--- config.mk ---
export PLATFORM = sky130hd
export DESIGN_NAME = beamformer_seq
export DESIGN_NICKNAME = d
export VERILOG_FILES = /design/src/rtl/bf_pkg.sv /design/src/rtl/bf_btn_debounce.sv /design/src/rtl/beamformer_seq.sv
export SDC_FILE = /design/constraint.sdc
export NUM_CORES = 1
export LEC_CHECK = 0
export ABC_AREA = 1
export CAP_MARGIN = 20
export CORE_ASPECT_RATIO = 1.5
export CORE_MARGIN = 8
export CORE_UTILIZATION = 65
export CTS_BUF_LIST = sky130_fd_sc_hd__clkbuf_8
export CTS_CLUSTER_SIZE = 20
export DETAILED_ROUTE_END_ITERATION = 8
export GPL_ROUTABILITY_DRIVEN = 0
export PLACE_DENSITY = 0.84
export SETUP_SLACK_MARGIN = 0.15
export SLEW_MARGIN = 40
export SYNTH_ARGS = -nofsm -noshare
export SYNTH_HDL_FRONTEND = slang
export SYNTH_SLANG_ARGS = --single-unit
--- constraint.sdc ---
create_clock -name clock -period 4.55 [get_ports clock]
set_input_delay 1.365 -clock clock [delete_from_list [all_inputs] [get_ports clock]]
set_output_delay 1.365 -clock clock [all_outputs]
set_load 0.01 [all_outputs]
--- src/rtl/bf_pkg.sv ---
// Shared types and helpers for the beamformer transmit sequencer.
package bf_pkg;

  typedef enum logic [1:0] {
    OFF       = 2'd0,
    NORMAL    = 2'd1,
    LOW_POWER = 2'd2,
    TEST      = 2'd3
  } mode_t;

  typedef enum logic [1:0] {
    IDLE = 2'd0,
    FIRE = 2'd1,
    HOLD = 2'd2
  } fsm_t;

  // LED bit order matches the button order; OFF shows nothing.
  function automatic logic [3:0] mode_to_led(input mode_t m);
    logic [3:0] l;
    l = '0;
    case (m)
      NORMAL:    l = 4'b0001;
      LOW_POWER: l = 4'b0010;
      TEST:      l = 4'b0100;
      default:   l = 4'b0000;
    endcase
    return l;
  endfunction

endpackage

--- src/rtl/bf_btn_debounce.sv ---
// Single-bit button conditioner: 2-flop synchroniser, stability counter,
// and a one-cycle strobe when a new pressed level is accepted.
module bf_btn_debounce #(
  parameter int DEBOUNCE_CYC = 1250
) (
  input  logic clock,
  input  logic reset_n,
  input  logic btn_i,
  output logic press_o
);

  localparam int CNT_W = $clog2(DEBOUNCE_CYC + 1);

  logic [1:0]       sync_q;
  logic             level_q;
  logic             press_q;
  logic [CNT_W-1:0] cnt_q;

  always_ff @(posedge clock or negedge reset_n) begin
    if (!reset_n) begin
      sync_q  <= '0;
      level_q <= 1'b0;
      press_q <= 1'b0;
      cnt_q   <= '0;
    end else begin
      sync_q  <= {sync_q[0], btn_i};
      press_q <= 1'b0;
      // Counter only runs while the synced input disagrees with the accepted level.
      if (sync_q[1] == level_q) begin
        cnt_q <= '0;
      end else if (cnt_q == CNT_W'(DEBOUNCE_CYC - 1)) begin
        level_q <= sync_q[1];
        press_q <= sync_q[1];
        cnt_q   <= '0;
      end else begin
        cnt_q <= cnt_q + 1'b1;
      end
    end
  end

  assign press_o = press_q;

endmodule

--- src/rtl/beamformer_seq.sv ---
// Frame-based transmit sequencer with linear steering delay and debounced mode buttons.
// Define BF_DEADTIME_EN to insert DEADTIME idle cycles between pos and neg phases.
module beamformer_seq
  import bf_pkg::*;
#(
  parameter int NCH          = 8,
  parameter int DLY_W        = 6,
  parameter int PULSE_LEN    = 4,
  parameter int PRF_PERIOD   = 12500,
  parameter int LP_DIV       = 4,
  parameter int DEBOUNCE_CYC = 1250,
  parameter int DEADTIME     = 2
) (
  input  logic             clock,
  input  logic             reset_n,
  input  logic [3:0]       btn,
  input  logic [DLY_W-1:0] steer_step,
  output logic [NCH-1:0]   posOutput,
  output logic [NCH-1:0]   negOutput,
  output logic [3:0]       led,
  output logic             frame_sync
);

`ifdef BF_DEADTIME_EN
  localparam int DT = DEADTIME;
`else
  localparam int DT = 0;
`endif
  localparam int FC_W = $clog2(PRF_PERIOD);
  localparam int CH_W = (NCH > 1) ? $clog2(NCH) : 1;
  localparam int LP_W = (LP_DIV > 1) ? $clog2(LP_DIV) : 1;
  localparam int DW   = DLY_W + CH_W;
  localparam int CW   = ((FC_W > DW) ? FC_W : DW) + 1;

  if ((NCH - 1) * (2 ** DLY_W - 1) + 2 * PULSE_LEN + DEADTIME + 1 >= PRF_PERIOD) begin : g_chk
    $error("beamformer_seq: longest firing window does not fit in PRF_PERIOD");
  end

  logic [3:0] press;

  bf_btn_debounce #(.DEBOUNCE_CYC(DEBOUNCE_CYC)) u_db [3:0] (
    .clock  (clock),
    .reset_n(reset_n),
    .btn_i  (btn),
    .press_o(press)
  );

  fsm_t             fsm_q, fsm_d;
  mode_t            mode_q, mode_d, pend_q, pend_d;
  logic [FC_W-1:0]  frame_cnt_q, frame_cnt_d;
  logic [CW-1:0]    fc_q, fc_d, fire_last;
  logic [DLY_W-1:0] step_q, step_d;
  logic [LP_W-1:0]  lp_q, lp_d, lp_use;
  logic [CH_W-1:0]  tch_q, tch_d;
  logic [3:0]       led_q, led_d;
  logic             fsync_q, start, fire_now;
  logic [NCH-1:0]   pos_q, neg_q, pos_d, neg_d;

  assign start     = (frame_cnt_q == '0);
  assign fire_last = CW'(NCH - 1) * CW'(step_q) + CW'(2 * PULSE_LEN + DT - 1);

  always_comb begin
    frame_cnt_d = (frame_cnt_q == FC_W'(PRF_PERIOD - 1)) ? '0 : frame_cnt_q + 1'b1;
    pend_d   = pend_q;
    mode_d   = mode_q;
    step_d   = step_q;
    lp_d     = lp_q;
    lp_use   = '0;
    tch_d    = tch_q;
    led_d    = led_q;
    fire_now = 1'b0;
    fsm_d    = fsm_q;
    fc_d     = fc_q;

    if (press[0])      pend_d = NORMAL;
    else if (press[1]) pend_d = LOW_POWER;
    else if (press[2]) pend_d = TEST;
    else if (press[3]) pend_d = OFF;

    // Frame boundary: adopt the pending mode and decide whether this frame fires.
    if (start) begin
      mode_d = pend_q;
      step_d = steer_step;
      led_d  = mode_to_led(pend_q);
      case (pend_q)
        NORMAL: fire_now = 1'b1;
        LOW_POWER: begin
          lp_use   = (mode_q != LOW_POWER) ? '0 : lp_q;
          fire_now = (lp_use == '0);
          lp_d     = (lp_use == LP_W'(LP_DIV - 1)) ? '0 : lp_use + 1'b1;
        end
        TEST: begin
          fire_now = 1'b1;
          tch_d    = (mode_q != TEST || tch_q == CH_W'(NCH - 1)) ? '0 : tch_q + 1'b1;
        end
        default: fire_now = 1'b0;
      endcase
    end

    case (fsm_q)
      IDLE: if (fire_now) begin
        fsm_d = FIRE;
        fc_d  = '0;
      end
      FIRE: if (fc_q == fire_last) fsm_d = HOLD;
            else fc_d = fc_q + 1'b1;
      HOLD: if (frame_cnt_q == FC_W'(PRF_PERIOD - 1)) fsm_d = IDLE;
      default: fsm_d = IDLE;
    endcase
  end

  for (genvar i = 0; i < NCH; i++) begin : g_ch
    logic [CW-1:0] d;
    logic          en;
    assign d  = (mode_q == TEST) ? '0 : CW'(i) * CW'(step_q);
    assign en = (fsm_q == FIRE) && ((mode_q != TEST) || (tch_q == CH_W'(i)));
    assign pos_d[i] = en && (fc_q >= d) && (fc_q < d + CW'(PULSE_LEN));
    assign neg_d[i] = en && (fc_q >= d + CW'(PULSE_LEN + DT)) && (fc_q < d + CW'(2 * PULSE_LEN + DT));
  end

  always_ff @(posedge clock or negedge reset_n) begin
    if (!reset_n) begin
      fsm_q       <= IDLE;
      mode_q      <= OFF;
      pend_q      <= OFF;
      frame_cnt_q <= '0;
      fc_q        <= '0;
      step_q      <= '0;
      lp_q        <= '0;
      tch_q       <= '0;
      led_q       <= '0;
      fsync_q     <= 1'b0;
      pos_q       <= '0;
      neg_q       <= '0;
    end else begin
      fsm_q       <= fsm_d;
      mode_q      <= mode_d;
      pend_q      <= pend_d;
      frame_cnt_q <= frame_cnt_d;
      fc_q        <= fc_d;
      step_q      <= step_d;
      lp_q        <= lp_d;
      tch_q       <= tch_d;
      led_q       <= led_d;
      fsync_q     <= start;
      pos_q       <= pos_d;
      neg_q       <= neg_d;
    end
  end

  assign posOutput  = pos_q;
  assign negOutput  = neg_q;
  assign led        = led_q;
  assign frame_sync = fsync_q;

endmodule
==> impl_results.md <==
- Run status: finished clean
- Post-synth EDFFs: 0
- Hold violation total from the final report: 0
- Cell Chain, Critical Path: fa_1, ha_1, fa_1, nand2_2, nand3_2, nand3_2, nand2_4, nor2_1, inv_1, nor4_1, nand2_1, xor2_1, ha_1, a21oi_1, nor2_1, nor3_1, nand3_1, nand2_1, nor2_1
- Worst path arrival time: around 4.4 ns
- # setup viols final: 0
- Slowest CP cell: fa_1
- N_diodes: 0
- Avg Cell Area, Syn: 7.65 um2
- Drt drc: 0
- Initial DRC Count: roughly 760
- Layout cells sized above 1: ~6%
- Crit path kind: reg -> reg
- Flop pwr share: 38.5%
- Layout area overhead: 8.86%
- First-pass GRT wire length: about 48 mm
- Htree depth: 4
- Fin nets: roughly 1700
- Clk slew on worst S/H paths: between 0.1 and 0.15 ns
- Total GRT Usage: around 28%
- Highest clock rate: between 0.2 and 0.25 GHz
- Via Count: a little over 10000
- Pwr/cell area: between 200 and 250 mW/mm2
- Clock Power Share: between 30% and 40%
- PortBufs: 31
- Worst hold-check path type: reg -> reg
- Critical Path Source Type: register
- # rows: between 50 and 60
- VDD IR max: around 0.26 mV
- Design internal power: about 1.9 mW
- Core area: about 0.017 mm2
- Crit-path max FO: 6
- Root Buffer: clkbuf_8
- CTS buffer count: 17
- Die ar.: ~0.022 mm2
- Asr flop ratio synth: 100%
- Crit path capture type: register
- Via density: between 5 and 6
- Initial antenna violation count: 0
- Initial Util: 66.4%
- Gr ovfl total: 0
- CTS tree: yes
- WP data required: 4.91 ns
- Clk buf depth: 2
- Synthesis-stage register bit count: approximately 130
- Final worst slack: roughly 0.50 ns
- Combinational Power Share: 27.1%
- Top Usage Layer GRT: met2
- First-pass DRT Iterations: 5
- Largest net degree at the start of global routing: 78
- Remaining antenna violation count after routing: 0
- Post-synth top flop: dfrtp_1
- Detailed-route wire length: 30.0 mm
- Met3 global-route usage: around 3.5%
- Post-route setup TNS: 0 ns
- Most Frequent Cell on Critical Path: nor2_1
- Die width: 123 um
- Met2 Track Usage GR: 49.4%
- Post-DP HPWL: about 22 mm
- RSZ-0062 raised after global routing: false
- Net Sw Frac: roughly 37%
- Met1 Resource Use GR: a little under a third
- Period Utilization, post-route: between 80% and 90%
- Number of global-route vias before repair: between 10000 and 15000
- Sequential area share after synthesis: approximately 28%
- WL/cell: about 17 um
- Clk_lat worst skew: around 0.46 ns
- Final clock skew: 0.0228 ns
- Die Y: approximately 180 um
- Net load switching power: approximately 1.1 mW
- Mapped Cells: 1462
- Pins over their slew limit: 0
- Synth unique cells: 55
- Setup WS pre-CTS: between 0.5 and 0.6 ns
- Syn Std Cell Area: between 0.01 and 0.015 mm2
- Yosys Warn Count: 0
- Leakage power: 6.36 nW
- Fin crit period: between 4 and 5 ns
- Crit-path max cell delay: between 0.5 and 0.6 ns
- # IOs: 33
- # hold bufs at CTS: 0
- CTS sink cnt: ~130
- Worst Tran Pin Value: around 0.93 ns
- Max Cap Viol: 0
- Relative slew slack: 38.3%
-- power groups by stage --
stage | registers [mW] | logic (mW) | clock network, mW
floorplan | 1.17 | 0.603 | 0
global placement | 1.17 | 0.770 | 0
finish | 1.15 | 0.810 | 1.03
CTS | 1.15 | 0.800 | 1.03
global route | 1.16 | 0.918 | 1.07
detailed placement | 1.18 | 0.793 | 0
-- final timing paths --
check | from | end | slack (ns) | depth (start not counted)
max | step_q[1] | negOutput[7] | 0.50 | 19
max in group asynchronous | reset_n | fc_q[10] | 2.85 | 2
min | u_db[3].sync_q[0] | u_db[3].sync_q[1] | 0.35 | 0
max reg2reg | step_q[1] | negOutput[7] | 0.50 | 19
min reg2reg | u_db[3].sync_q[0] | u_db[3].sync_q[1] | 0.35 | 0
min in group asynchronous | reset_n | negOutput[7] | 0.93 | 1
-- cell type report --
type | instances | area [um2]
inverters | 208 | 781
repair buffers | 41 | 399
fillers | 1325 | 4660
clock buffers | 17 | 234
flip-flops and latches | 126 | 3160
multi-input cells | 1113 | 7180
well taps | 210 | 263
clock inverters | 15 | 163
-- registers in the layout, summed over array words and instances (netlist names), 3 cells and up --
name and count:
u_db.cnt_q 44, step_q 6, led 3, posOutput 8, frame_cnt_q 14, fc_q 15
u_db.sync_q 8, u_db.level_q 4, negOutput 8, u_db.press_o 4, tch_q 3
-- worst max-delay path: cells and delay by family (launching register included) --
kind                     cells  cell delay (ns)
XOR/XNOR                     1             0.17
flip-flops                   1             0.49
AND/OR/NAND/NOR             12             1.48
buffers and inverters        1             0.13
AO/OA/AOI/OAI                1             0.13
adder cells (fa/ha/maj)      4             1.54
-- cell usage after synthesis (4+ instances only) --
master       n  area share [%]
xnor2_1     17             1.3
nand2_1    247             8.3
nand4_1     31             1.7
o21a_1       5            0.34
buf_2        5            0.22
a31oi_1      9            0.50
o221ai_1     5            0.39
dfrtp_1    126              28
clkbuf_1     7            0.24
xor2_1      39             3.1
nand3b_1     4            0.27
a211oi_1     4            0.27
nand3_2      6            0.54
o2111ai_1    4            0.31
nand3_1     95             4.3
a21oi_1     99             4.4
inv_2        8            0.27
or2_2        8            0.45
ha_1       188              21
nor3_1      52             2.3
fa_1         8             1.4
nor2_1     159             5.3
o21ai_0     46             2.1
nor3b_1     10            0.67
o21bai_1     5            0.34
nor4_1      19             1.1
inv_1      199             6.7
nand2_2     10            0.56
-- repair_timing --
item,CTS,global route
resized for setup,0,2
endpoints found under the setup margin,0,2
buffers inserted,0,0
-- metal layers --
| layer | vias up | share of wire (%) |
|---|---|---|
| met5 | - | 0 |
| met4 | 0 | 7.5 |
| met3 | 158 | 5.5 |
| met2 | 401 | 50 |
| met1 | 4795 | 37 |
| li1 | 5002 | - |
-- cell usage in the layout (no fill, tap or decap), types with 5 or more instances in the layout --
cell type,count
nand3_2,6
nand2_2,10
clkbuf_8,17
xnor2_1,17
nor3b_1,10
o221ai_1,5
clkdlybuf4s50_1,30
nor4_1,18
o21ai_0,46
inv_1,199
nor2_1,159
nand4_1,31
dfrtp_1,124
inv_2,8
a31oi_1,9
inv_8,5
nand3_1,95
ha_1,188
or2_2,8
buf_4,9
o21a_1,5
xor2_1,39
o21bai_1,5
nand2_1,247
nor3_1,51
inv_6,6
a21oi_1,99
fa_1,8
-- per-stage QoR --
step	total power, mW	utilization (%)	hold slack [ns]	instances	instance area [um2]
after detailed placement	1.97	69.9	0.340	1698	11800
after global routing	3.15	72.3	0.357	1730	12200
after CTS	2.99	72.3	0.350	1730	12200
after floorplan	1.77	-	0.331	1463	11200
after global placement	1.94	69.9	0.333	1698	11800
final	2.99	72.3	0.349	1730	12200
-- kinds of logic after synthesis --
logic type	share of synthesized area, %
multiplexers	0.201
adder cells (fa/ha/maj)	22.5
AND/OR/NAND/NOR	26.8
flip-flops	28.2
other	0.0672
XOR/XNOR	4.39
AO/OA/AOI/OAI	10.1
buffers and inverters	7.74
Note: power is estimated with default switching activity, not from simulation.
